`src/rtl/dp_rr_arbiter_pkg.sv`:
```
// Shared types and defaults for the round-robin datapath arbiter.
// The defaults match the bit widths of the attached datapath.
package dp_arb_pkg;

    localparam int NREQ_DEF    = 4;
    localparam int DW_DEF      = 9;
    localparam int RW_DEF      = 18;
    localparam int TIMEOUT_DEF = 15;

    typedef enum logic [1:0] {
        ST_IDLE  = 2'd0,
        ST_ISSUE = 2'd1,
        ST_WAIT  = 2'd2,
        ST_RESP  = 2'd3
    } state_t;

    // Index width for a count of n items; never narrower than one bit.
    function automatic int idx_w(input int n);
        return (n < 2) ? 1 : $clog2(n);
    endfunction

endpackage

```
`src/rtl/dp_rr_arbiter_if.sv`:
```
// Client and datapath handshake bundle for dp_rr_arbiter.
// The arbiter uses the master view; clients and the datapath use the slave view.
interface dp_rr_arbiter_if
    import dp_arb_pkg::*;
#(
    parameter int NREQ = NREQ_DEF,
    parameter int DW   = DW_DEF,
    parameter int RW   = RW_DEF
) ();

    logic [NREQ-1:0]    req;
    logic [NREQ*DW-1:0] req_a;
    logic [NREQ*DW-1:0] req_b;
    logic [NREQ-1:0]    gnt;
    logic [NREQ-1:0]    rsp_valid;
    logic [RW-1:0]      rsp_data;
    logic               rsp_err;
    logic               dp_start;
    logic [DW-1:0]      dp_a;
    logic [DW-1:0]      dp_b;
    logic               dp_done;
    logic [RW-1:0]      dp_result;
    logic               busy;

    modport master (
        input  req, req_a, req_b, dp_done, dp_result,
        output gnt, rsp_valid, rsp_data, rsp_err, dp_start, dp_a, dp_b, busy
    );

    modport slave (
        output req, req_a, req_b, dp_done, dp_result,
        input  gnt, rsp_valid, rsp_data, rsp_err, dp_start, dp_a, dp_b, busy
    );

endinterface

```
`src/rtl/dp_rr_arbiter_rr_pick.sv`:
```
// Combinational round-robin picker: the lowest requester above last_grant wins,
// otherwise the lowest requester overall (wrap-around).
module rr_pick
    import dp_arb_pkg::*;
#(
    parameter  int NREQ = NREQ_DEF,
    localparam int IW   = idx_w(NREQ)
) (
    input  logic [NREQ-1:0] req,
    input  logic [IW-1:0]   last_grant,
    output logic [NREQ-1:0] pick,
    output logic [IW-1:0]   idx,
    output logic            any
);

    logic [NREQ-1:0] upper_mask;
    logic [NREQ-1:0] masked;
    logic [NREQ-1:0] src;
    logic            found;

    always_comb begin
        upper_mask = '0;
        for (int unsigned i = 0; i < NREQ; i++) begin
            upper_mask[i] = (i > 32'(last_grant));
        end
        masked = req & upper_mask;
        src    = (masked != '0) ? masked : req;

        pick  = '0;
        idx   = '0;
        found = 1'b0;
        for (int unsigned i = 0; i < NREQ; i++) begin
            if (src[i] && !found) begin
                found   = 1'b1;
                pick[i] = 1'b1;
                idx     = IW'(i);
            end
        end
        any = |req;
    end

endmodule

```
`src/rtl/dp_rr_arbiter.sv`:
```
// Round-robin arbiter sharing one start/done datapath among NREQ requesters,
// with a WAIT timeout that returns an error response instead of hanging.
module dp_rr_arbiter
    import dp_arb_pkg::*;
#(
    parameter int NREQ    = NREQ_DEF,
    parameter int DW      = DW_DEF,
    parameter int RW      = RW_DEF,
    parameter int TIMEOUT = TIMEOUT_DEF
) (
    input  logic              clk,
    input  logic              rst_n,
    dp_rr_arbiter_if.master   bus
);

    localparam int IW = idx_w(NREQ);
    localparam int CW = idx_w(TIMEOUT);
    localparam logic [CW-1:0] CNT_LIMIT = CW'(TIMEOUT - 1);

    state_t          state, state_nx;
    logic [IW-1:0]   owner, owner_nx;
    logic [NREQ-1:0] owner_oh, owner_oh_nx;
    logic [IW-1:0]   last_grant, last_grant_nx;
    logic [CW-1:0]   cnt, cnt_nx;

    logic [NREQ-1:0] gnt_q, gnt_nx;
    logic [NREQ-1:0] rsp_valid_q, rsp_valid_nx;
    logic [RW-1:0]   rsp_data_q, rsp_data_nx;
    logic            rsp_err_q, rsp_err_nx;
    logic            dp_start_q, dp_start_nx;
    logic [DW-1:0]   dp_a_q, dp_a_nx;
    logic [DW-1:0]   dp_b_q, dp_b_nx;
    logic            busy_q, busy_nx;

    logic [NREQ-1:0] pick;
    logic [IW-1:0]   pick_idx;
    logic            pick_any;
    logic [DW-1:0]   a_sel, b_sel;

    rr_pick #(.NREQ(NREQ)) u_pick (
        .req        (bus.req),
        .last_grant (last_grant),
        .pick       (pick),
        .idx        (pick_idx),
        .any        (pick_any)
    );

    // Operand mux driven by the one-hot pick
    always_comb begin
        a_sel = '0;
        b_sel = '0;
        for (int unsigned i = 0; i < NREQ; i++) begin
            if (pick[i]) begin
                a_sel = bus.req_a[i*DW +: DW];
                b_sel = bus.req_b[i*DW +: DW];
            end
        end
    end

    always_comb begin
        state_nx      = state;
        owner_nx      = owner;
        owner_oh_nx   = owner_oh;
        last_grant_nx = last_grant;
        cnt_nx        = cnt;
        gnt_nx        = '0;
        dp_start_nx   = 1'b0;
        rsp_valid_nx  = '0;
        rsp_data_nx   = rsp_data_q;
        rsp_err_nx    = rsp_err_q;
        dp_a_nx       = dp_a_q;
        dp_b_nx       = dp_b_q;

        case (state)
            ST_IDLE: begin
                if (pick_any) begin
                    owner_nx    = pick_idx;
                    owner_oh_nx = pick;
                    dp_a_nx     = a_sel;
                    dp_b_nx     = b_sel;
                    gnt_nx      = pick;
                    dp_start_nx = 1'b1;
                    state_nx    = ST_ISSUE;
                end
            end
            ST_ISSUE: begin
                cnt_nx   = '0;
                state_nx = ST_WAIT;
            end
            ST_WAIT: begin
                // done on the limit cycle still counts as a normal completion
                if (bus.dp_done) begin
                    rsp_data_nx  = bus.dp_result;
                    rsp_err_nx   = 1'b0;
                    rsp_valid_nx = owner_oh;
                    state_nx     = ST_RESP;
                end else if (cnt == CNT_LIMIT) begin
                    rsp_data_nx  = '0;
                    rsp_err_nx   = 1'b1;
                    rsp_valid_nx = owner_oh;
                    state_nx     = ST_RESP;
                end else begin
                    cnt_nx = cnt + CW'(1);
                end
            end
            ST_RESP: begin
                last_grant_nx = owner;
                state_nx      = ST_IDLE;
            end
            default: state_nx = ST_IDLE;
        endcase

        busy_nx = (state_nx != ST_IDLE);
    end

    always_ff @(posedge clk or negedge rst_n) begin
        if (!rst_n) begin
            state       <= ST_IDLE;
            owner       <= '0;
            owner_oh    <= '0;
            last_grant  <= IW'(NREQ - 1);
            cnt         <= '0;
            gnt_q       <= '0;
            rsp_valid_q <= '0;
            rsp_data_q  <= '0;
            rsp_err_q   <= 1'b0;
            dp_start_q  <= 1'b0;
            dp_a_q      <= '0;
            dp_b_q      <= '0;
            busy_q      <= 1'b0;
        end else begin
            state       <= state_nx;
            owner       <= owner_nx;
            owner_oh    <= owner_oh_nx;
            last_grant  <= last_grant_nx;
            cnt         <= cnt_nx;
            gnt_q       <= gnt_nx;
            rsp_valid_q <= rsp_valid_nx;
            rsp_data_q  <= rsp_data_nx;
            rsp_err_q   <= rsp_err_nx;
            dp_start_q  <= dp_start_nx;
            dp_a_q      <= dp_a_nx;
            dp_b_q      <= dp_b_nx;
            busy_q      <= busy_nx;
        end
    end

    assign bus.gnt       = gnt_q;
    assign bus.rsp_valid = rsp_valid_q;
    assign bus.rsp_data  = rsp_data_q;
    assign bus.rsp_err   = rsp_err_q;
    assign bus.dp_start  = dp_start_q;
    assign bus.dp_a      = dp_a_q;
    assign bus.dp_b      = dp_b_q;
    assign bus.busy      = busy_q;

endmodule

```
`src/flat_wrapper.sv`:
```
// flat-port wrapper written by rule: the top's interface ports become plain ports
module dp_rr_arbiter_flat import dp_arb_pkg::*;
#(
    parameter int NREQ    = NREQ_DEF,
    parameter int DW      = DW_DEF,
    parameter int RW      = RW_DEF,
    parameter int TIMEOUT = TIMEOUT_DEF
)
  (clk, rst_n, bus_req, bus_req_a, bus_req_b, bus_dp_done, bus_dp_result, bus_gnt, bus_rsp_valid, bus_rsp_data, bus_rsp_err, bus_dp_start, bus_dp_a, bus_dp_b, bus_busy);
  dp_rr_arbiter_if #(.NREQ(NREQ), .DW(DW), .RW(RW)) bus_i ();
  input  logic clk;
  input  logic rst_n;
  input wire logic [$bits(bus_i.req)-1:0] bus_req;
  input wire logic [$bits(bus_i.req_a)-1:0] bus_req_a;
  input wire logic [$bits(bus_i.req_b)-1:0] bus_req_b;
  input wire logic [$bits(bus_i.dp_done)-1:0] bus_dp_done;
  input wire logic [$bits(bus_i.dp_result)-1:0] bus_dp_result;
  output wire logic [$bits(bus_i.gnt)-1:0] bus_gnt;
  output wire logic [$bits(bus_i.rsp_valid)-1:0] bus_rsp_valid;
  output wire logic [$bits(bus_i.rsp_data)-1:0] bus_rsp_data;
  output wire logic [$bits(bus_i.rsp_err)-1:0] bus_rsp_err;
  output wire logic [$bits(bus_i.dp_start)-1:0] bus_dp_start;
  output wire logic [$bits(bus_i.dp_a)-1:0] bus_dp_a;
  output wire logic [$bits(bus_i.dp_b)-1:0] bus_dp_b;
  output wire logic [$bits(bus_i.busy)-1:0] bus_busy;
  assign bus_i.req = bus_req;
  assign bus_i.req_a = bus_req_a;
  assign bus_i.req_b = bus_req_b;
  assign bus_i.dp_done = bus_dp_done;
  assign bus_i.dp_result = bus_dp_result;
  assign bus_gnt = bus_i.gnt;
  assign bus_rsp_valid = bus_i.rsp_valid;
  assign bus_rsp_data = bus_i.rsp_data;
  assign bus_rsp_err = bus_i.rsp_err;
  assign bus_dp_start = bus_i.dp_start;
  assign bus_dp_a = bus_i.dp_a;
  assign bus_dp_b = bus_i.dp_b;
  assign bus_busy = bus_i.busy;
  dp_rr_arbiter #(.NREQ(NREQ), .DW(DW), .RW(RW), .TIMEOUT(TIMEOUT)) u_core (.clk(clk), .rst_n(rst_n), .bus(bus_i));
endmodule
```
`config.mk`:
```
export PLATFORM = sky130hd
export DESIGN_NAME = dp_rr_arbiter_flat
export DESIGN_NICKNAME = d
export VERILOG_FILES = /design/src/rtl/dp_rr_arbiter_pkg.sv /design/src/rtl/dp_rr_arbiter_if.sv /design/src/rtl/dp_rr_arbiter_rr_pick.sv /design/src/rtl/dp_rr_arbiter.sv /design/src/flat_wrapper.sv
export SDC_FILE = /design/constraint.sdc
export NUM_CORES = 1
export LEC_CHECK = 0
export ABC_CLOCK_PERIOD_IN_PS = 1800
export BUFFER_PORTS_ARGS = -buffer_cell sky130_fd_sc_hd__buf_2
export CAP_MARGIN = 20
export CELL_PAD_IN_SITES_DETAIL_PLACEMENT = 0
export CELL_PAD_IN_SITES_GLOBAL_PLACEMENT = 2
export CORE_MARGIN = 5
export CORE_UTILIZATION = 27
export DETAILED_ROUTE_END_ITERATION = 7
export PLACE_DENSITY = 0.8
export SETUP_SLACK_MARGIN = 0.1
export SYNTH_ARGS = -nofsm -noshare
export SYNTH_HDL_FRONTEND = slang
export SYNTH_SLANG_ARGS = --single-unit
```
`constraint.sdc`:
```
create_clock -name clk -period 1.8 [get_ports clk]
set_input_delay 0.36 -clock clk [delete_from_list [all_inputs] [get_ports clk]]
set_output_delay 0.36 -clock clk [all_outputs]
set_load 0.02 [all_outputs]
```
# Yosys cells after proc, flatten, opt, wreduce, memory -nomap -nowiden
# Cells that the tools add are included.
[totals]
reg_bits = 61
latchBits = 0
ramBits = 0
romBits = 0
out_inout_bits = 47
memories = 0
[classes]
n_addsub = 1
mul = 0
n_div = 0
order_cmp = 3
n_eq_ne = 6
shifts = 0
n_mux = 36
bitwise = 1
n_reduce_logical = 15
[ops]
columns = ["cell", "count"]
rows = [
  ["2-to-1 mux 9 bit", 8],
  ["2-to-1 mux 18 bit", 2],
  ["2-to-1 mux 4 bit", 8],
  ["2-to-1 mux 1 bit", 11],
  ["2-to-1 mux 2 bit", 5],
  ["case mux 2 bit (4 select lines)", 1],
  ["case mux 4 bit (2 select lines)", 1],
  ["nonzero test 2 bit", 3],
  ["adder 4 x 1 -> 4 bit (second input constant)", 1],
  ["AND 4 bit", 1],
  ["equality test 2 bit (second input constant)", 2],
  ["equality test 4 bit (second input constant)", 1],
  ["greater-than comparator 2 bit (first input constant)", 2],
  ["inequality test 2 bit (second input constant)", 2],
  ["AND reduction 2 bit", 2],
  ["nonzero test 4 bit", 1],
  ["OR reduction 4 bit", 1],
  ["logical AND 1 bit", 3],
  ["logical NOT 1 bit", 3],
  ["AND reduction 3 bit", 1],
  ["equality test 2 x 1 -> 1 bit (second input constant)", 1],
  ["greater-than comparator 1 x 2 -> 1 bit (first input constant)", 1],
  ["logical NOT 2 bit", 1],
]

# Logic depth before layout (Yosys ltp)
[logic_depth]
word_depth = 16
ltp_mapped = 8
depth_no_buf = 7

# By module
# From an unflattened synthesis, not the netlist that was laid out.
[hier_totals]
cells_unflattened = 314
hier_area_um2 = 3239.4
[modules_own_cells]
columns = ["module", "instances", "cells_each", "area_each_um2", "seq_area_each_um2"]
rows = [
  ["dp_rr_arbiter", 1, 287, 3078.0, 1529.0],
  ["rr_pick", 1, 27, 161.4, 0.0],
]

# Least setup slack after synthesis
# OpenSTA, ideal clock, no wires.
[synth_path]
path_kind = "register to register"
start = "reg u_core.cnt[0]"
end = "reg u_core.rsp_data_q[10] (netlist: u_core.bus.rsp_data[10])"
arrival_ns = 1.583
required_time_ns = 1.734
setup_slack_ns = 0.150
stages_incl_launch_ff = 7
cell_sequence = "dfrtp_1 -> inv_1 -> ha_1 -> a31o_2 -> nand2_1 -> clkbuf_1 -> a22o_1"
[synth_between]
elab_chain_len = 3
[synth_lines]
columns = ["item", "line_no", "rtl"]
rows = [
  ["start, declared", "dp_rr_arbiter.sv:24", "logic [CW-1:0] cnt, cnt_nx;"],
  ["start signal, assigned", "dp_rr_arbiter.sv:136", "cnt <= cnt_nx;"],
  ["equality test 4 bit", "dp_rr_arbiter.sv:97", "end else if (cnt == CNT_LIMIT) begin"],
  ["nonzero test 2 bit (no line)", "--", ""],
  ["AND reduction 2 bit (no line)", "--", ""],
  ["end signal, assigned", "dp_rr_arbiter.sv:139", "rsp_data_q <= rsp_data_nx;"],
  ["end, declared", "dp_rr_arbiter.sv:28", "logic [RW-1:0] rsp_data_q, rsp_data_nx;"],
]
# Every way passes these cells.
# A chain may end at the register's enable or synchronous reset.

# Final worst setup path
[layout_path]
start = "reg u_core.last_grant[1]"
end = "reg u_core.dp_a_q[0] (netlist: u_core.bus.dp_a[0])"
[layout_between]
elab_chain_len = 15
word_cells_on_any_way = 22
[layout_lines]
columns = ["item", "line_no", "rtl"]
rows = [
  ["start, declared", "dp_rr_arbiter.sv:23", "logic [IW-1:0] last_grant, last_grant_nx;"],
  ["start signal, assigned", "dp_rr_arbiter.sv:121", "last_grant <= IW'(NREQ - 1);"],
  ["start signal, assigned", "dp_rr_arbiter.sv:135", "last_grant <= last_grant_nx;"],
  ["greater-than comparator 1 x 2 -> 1 bit or greater-than comparator 2 bit (tied branches)", "dp_rr_arbiter_rr_pick.sv:24", "upper_mask[i] = (i > 32'(last_grant));"],
  ["AND 4 bit (*)", "dp_rr_arbiter_rr_pick.sv:26", "masked = req & upper_mask;"],
  ["nonzero test 4 bit", "dp_rr_arbiter_rr_pick.sv:27", "src = (masked != '0) ? masked : req;"],
  ["2-to-1 mux 4 bit (*)", "dp_rr_arbiter_rr_pick.sv:27", ""],
  ["2-to-1 mux 1 bit", "dp_rr_arbiter_rr_pick.sv:33", "if (src[i] && !found) begin"],
  ["logical NOT 1 bit", "dp_rr_arbiter_rr_pick.sv:33", ""],
  ["logical AND 1 bit", "dp_rr_arbiter_rr_pick.sv:33", ""],
  ["2-to-1 mux 1 bit", "dp_rr_arbiter_rr_pick.sv:33", ""],
  ["logical NOT 1 bit", "dp_rr_arbiter_rr_pick.sv:33", ""],
  ["logical AND 1 bit", "dp_rr_arbiter_rr_pick.sv:33", ""],
  ["2-to-1 mux 1 bit", "dp_rr_arbiter_rr_pick.sv:33", ""],
  ["logical NOT 1 bit", "dp_rr_arbiter_rr_pick.sv:33", ""],
  ["logical AND 1 bit", "dp_rr_arbiter_rr_pick.sv:33", ""],
  ["2-to-1 mux 1 bit", "dp_rr_arbiter_rr_pick.sv:33", ""],
  ["2-to-1 mux 9 bit (*)", "dp_rr_arbiter.sv:53", "if (pick[i]) begin"],
  ["end signal, assigned", "dp_rr_arbiter.sv:142", "dp_a_q <= dp_a_nx;"],
  ["end, declared", "dp_rr_arbiter.sv:31", "logic [DW-1:0] dp_a_q, dp_a_nx;"],
]
# Mark *: on every way between the ends. The rest lies on a longest branch, timed or not.

==> out/metrics.yaml <==
maxClockFrequency_mhz: 595
skew_ps: 8.96
yosys-mux-area-fraction: 0.00382
p_leak_nw: 2.12
holdWs_ps: 12.1
endpoint_kind: "flop"
ff2ff_path_depth: 6
ys_ff_latch: 61
yosys.area_share.simple: 0.0734
drc: 0
outcome: "finished, final reports clean"
synthTopCellsByArea: "dfrtp_1, a22o_1, a2bb2oi_1"
cts_tree: "built"
synth_top_family_by_area: "compound AO/OA/AOI/OAI gates"
dpl.hpwl_um: 6390
critical_path_class: "flop to flop"
clk_transition_reported_paths_ps: 70
vias_per_cell: 4.83
arrival_ps: 1890
routedWlPerCell_um: 16.7
grt_pass1_wl_um: 14500
synth_cell_types: 37
ys_warn_count: 0
synth_edf_count: 0
grt_pass1_vias: 2831
antenna_cells: 0
ff2ff_setup_slack_ps: 120
hold_viol: 0
ios: 144
maxCapViolCount: 0
crit_path_max_fanout: 18
tightest_slew_ps: 495
dr.pass1.iters: 4
synth_top_area_share: 0.501
root_buffer: "clkbuf_8"
yosysMostFrequentCell: "dfrtp_1"
grtUsageTotal: 0.138
cp.required_ps: 2000
syn_area_sq_um: 2950
fin_nets: 528
vias: 2748
postSynth.asyncResetShare: 1.00
r2r-start: "u_core.last_grant[1]"
clkSinkCount: 61
drive_gt1_frac: 0.490
p_total_mw: 7.24
grt.busiest_layer: "met2"
die_width_um: 114
syn_inst: 266
crit_path_start_kind: "flop"
cts_buffer_depth: 2
first_iter_violations: 115
ant_nets: 0
grt_setup_unrepaired: "yes"
die_h_um: 114
power.density_nw_per_um2: 1680
antenna_found_initial: 0
use_met2: 0.207
wl_um: 9480
synth.avg_cell_area_sq_um: 11.1
synth_xor_area_frac: 0
fin_crit_sh: 0.934
rows: 38
htree_levels: 3
met1_usage: 0.193
syn_nets: 369
cts_buffers: 9
grt-ovfl-total: 0
met3_usage: 0.0439
portBuffers: 143
hp-class: "input port to async pin"
synth-seq-area-share: 0.519
peakVddDrop_mv: 0.628
area_delta_synth_final_pct: 45.8
maxSlewHeadroom: 0.670
start_util: 0.273
r2r_end: "u_core.bus.dp_a[0]"
yosysTopAreaCell: "dfrtp_1"
gp_congestion: 0.777
core_region_area_sq_um: 10800
synth_ff_type: "dfrtp_1"
synth_compound_area_frac: 0.334
period_minus_slack_ps: 1680
insertion_delay_ps: 330
dieArea_sq_um: 13100
grt_max_degree: 42
setup_violations: 0
synth_fa_ha_area_frac: 0.0255
report.final.slew_viol_count: 0
synth_common_cells: "dfrtp_1, nand2_1, a22o_1, a2bb2oi_1"
placed cells by master (no fill, tap or decap), types with 2 or more instances in the layout:
master / synthesis / layout
buf_4: 1 / 18
and3_1: 5 / 5
o21ai_0: 8 / 6
dfrtp_1: 59 / 59
o211ai_1: 18 / 18
nand3_1: 2 / 2
a31oi_1: 3 / 2
a22o_1: 19 / 19
ha_1: 6 / 5
and2_1: 3 / 2
a21oi_1: 5 / 4
nor2_1: 10 / 10
clkinv_2: 0 / 2
o22ai_1: 2 / 2
clkbuf_8: 0 / 10
a221oi_4: 0 / 2
a21o_1: 5 / 5
a221oi_2: 10 / 11
a221oi_1: 8 / 5
a2bb2oi_1: 19 / 19
buf_2: 6 / 143
nand2_1: 25 / 25
dfstp_2: 2 / 2
o21ai_1: 18 / 19
buf_12: 0 / 7
inv_1: 5 / 5
registers in the layout, summed over array words and instances, names as in the netlist:
signal,flops
u_core.bus.rsp_err,1
u_core.owner_oh,4
u_core.state,2
u_core.bus.dp_b,9
u_core.bus.dp_a,9
u_core.cnt,4
u_core.bus.busy,1
u_core.owner,2
u_core.bus.rsp_data,18
u_core.bus.rsp_valid,4
u_core.bus.gnt,4
u_core.last_grant,2
u_core.bus.dp_start,1
power breakdown:
part	total, mW	internal [mW]	leakage (nW)	switching, mW
Combinational	3.77	1.67	1.25	2.10
Sequential	2.28	1.95	0.772	0.325
Clock	1.19	0.668	0.0992	0.524
Total	7.24	4.29	2.12	2.95
logic make-up (layout without fill, tap and decap cells):
family | Yosys count | in the layout
AOI/OAI and AO/OA | 121 | 122
muxes | 1 | 1
DFF | 61 | 61
and+or+nand+nor | 49 | 49
adders and majority gates | 6 | 6
buffers and inverters | 28 | 190
worst max path at each step:
stage / startpoint / end / slack (ps)
finish: u_core.last_grant[1] / u_core.bus.dp_a[0] / 120
global route: u_core.last_grant[1] / u_core.bus.dp_a[0] / 60
detailed placement: u_core.last_grant[1] / u_core.bus.dp_a[8] / -40
global placement: u_core.last_grant[1] / u_core.bus.dp_a[8] / 30
CTS: u_core.last_grant[1] / u_core.bus.dp_a[8] / 130
floorplan: u_core.cnt[0] / u_core.bus.rsp_data[10] / 150
layout make-up:
cell class | instances | area (sq um)
Clock buffer | 11 | 141
Clock inverter | 4 | 48.8
Fill cell | 1068 | 6490
Inverter | 6 | 22.5
Multi-Input combinational cell | 178 | 1370
Sequential cell | 61 | 1530
Tap cell | 140 | 175
Timing Repair Buffer | 169 | 1020
critical path, cell delays in order (launching register included):
cell	delay (ps)
dfstp_2	590
o21a_1	130
o22ai_1	80
and2_4	180
buf_12	150
a221oi_1	310
o21ai_1	110
per-stage QoR:
step	instances	instance area, sq um	util	setup TNS (ps)	worst slack (ps)
5_1_grt	569	4300	0.398	0	62.9
6_report	569	4300	0.398	0	119
2_1_floorplan	266	2950	-	0	150
3_3_place_gp	541	3910	0.363	0	29.7
3_5_place_dp	541	3910	0.363	-35.9	-35.9
4_1_cts	556	4110	0.381	0	126
per-layer routing:
metal  routed length [um]  up-vias
met5                    0        -
met4                   77        0
met3                  743        6
met2                 4290      110
met1                 4380     1288
li1                     -     1344
repair_timing:
action	4_1_cts	5_1_grt
gates cloned	0	2
setup endpoints to repair	19	25
hold buffers	0	0
buffers inserted	0	11
hold endpoints to repair	0	0
pin swaps	0	1
resized for setup	1	11
Power figures use the tool's default switching activity.
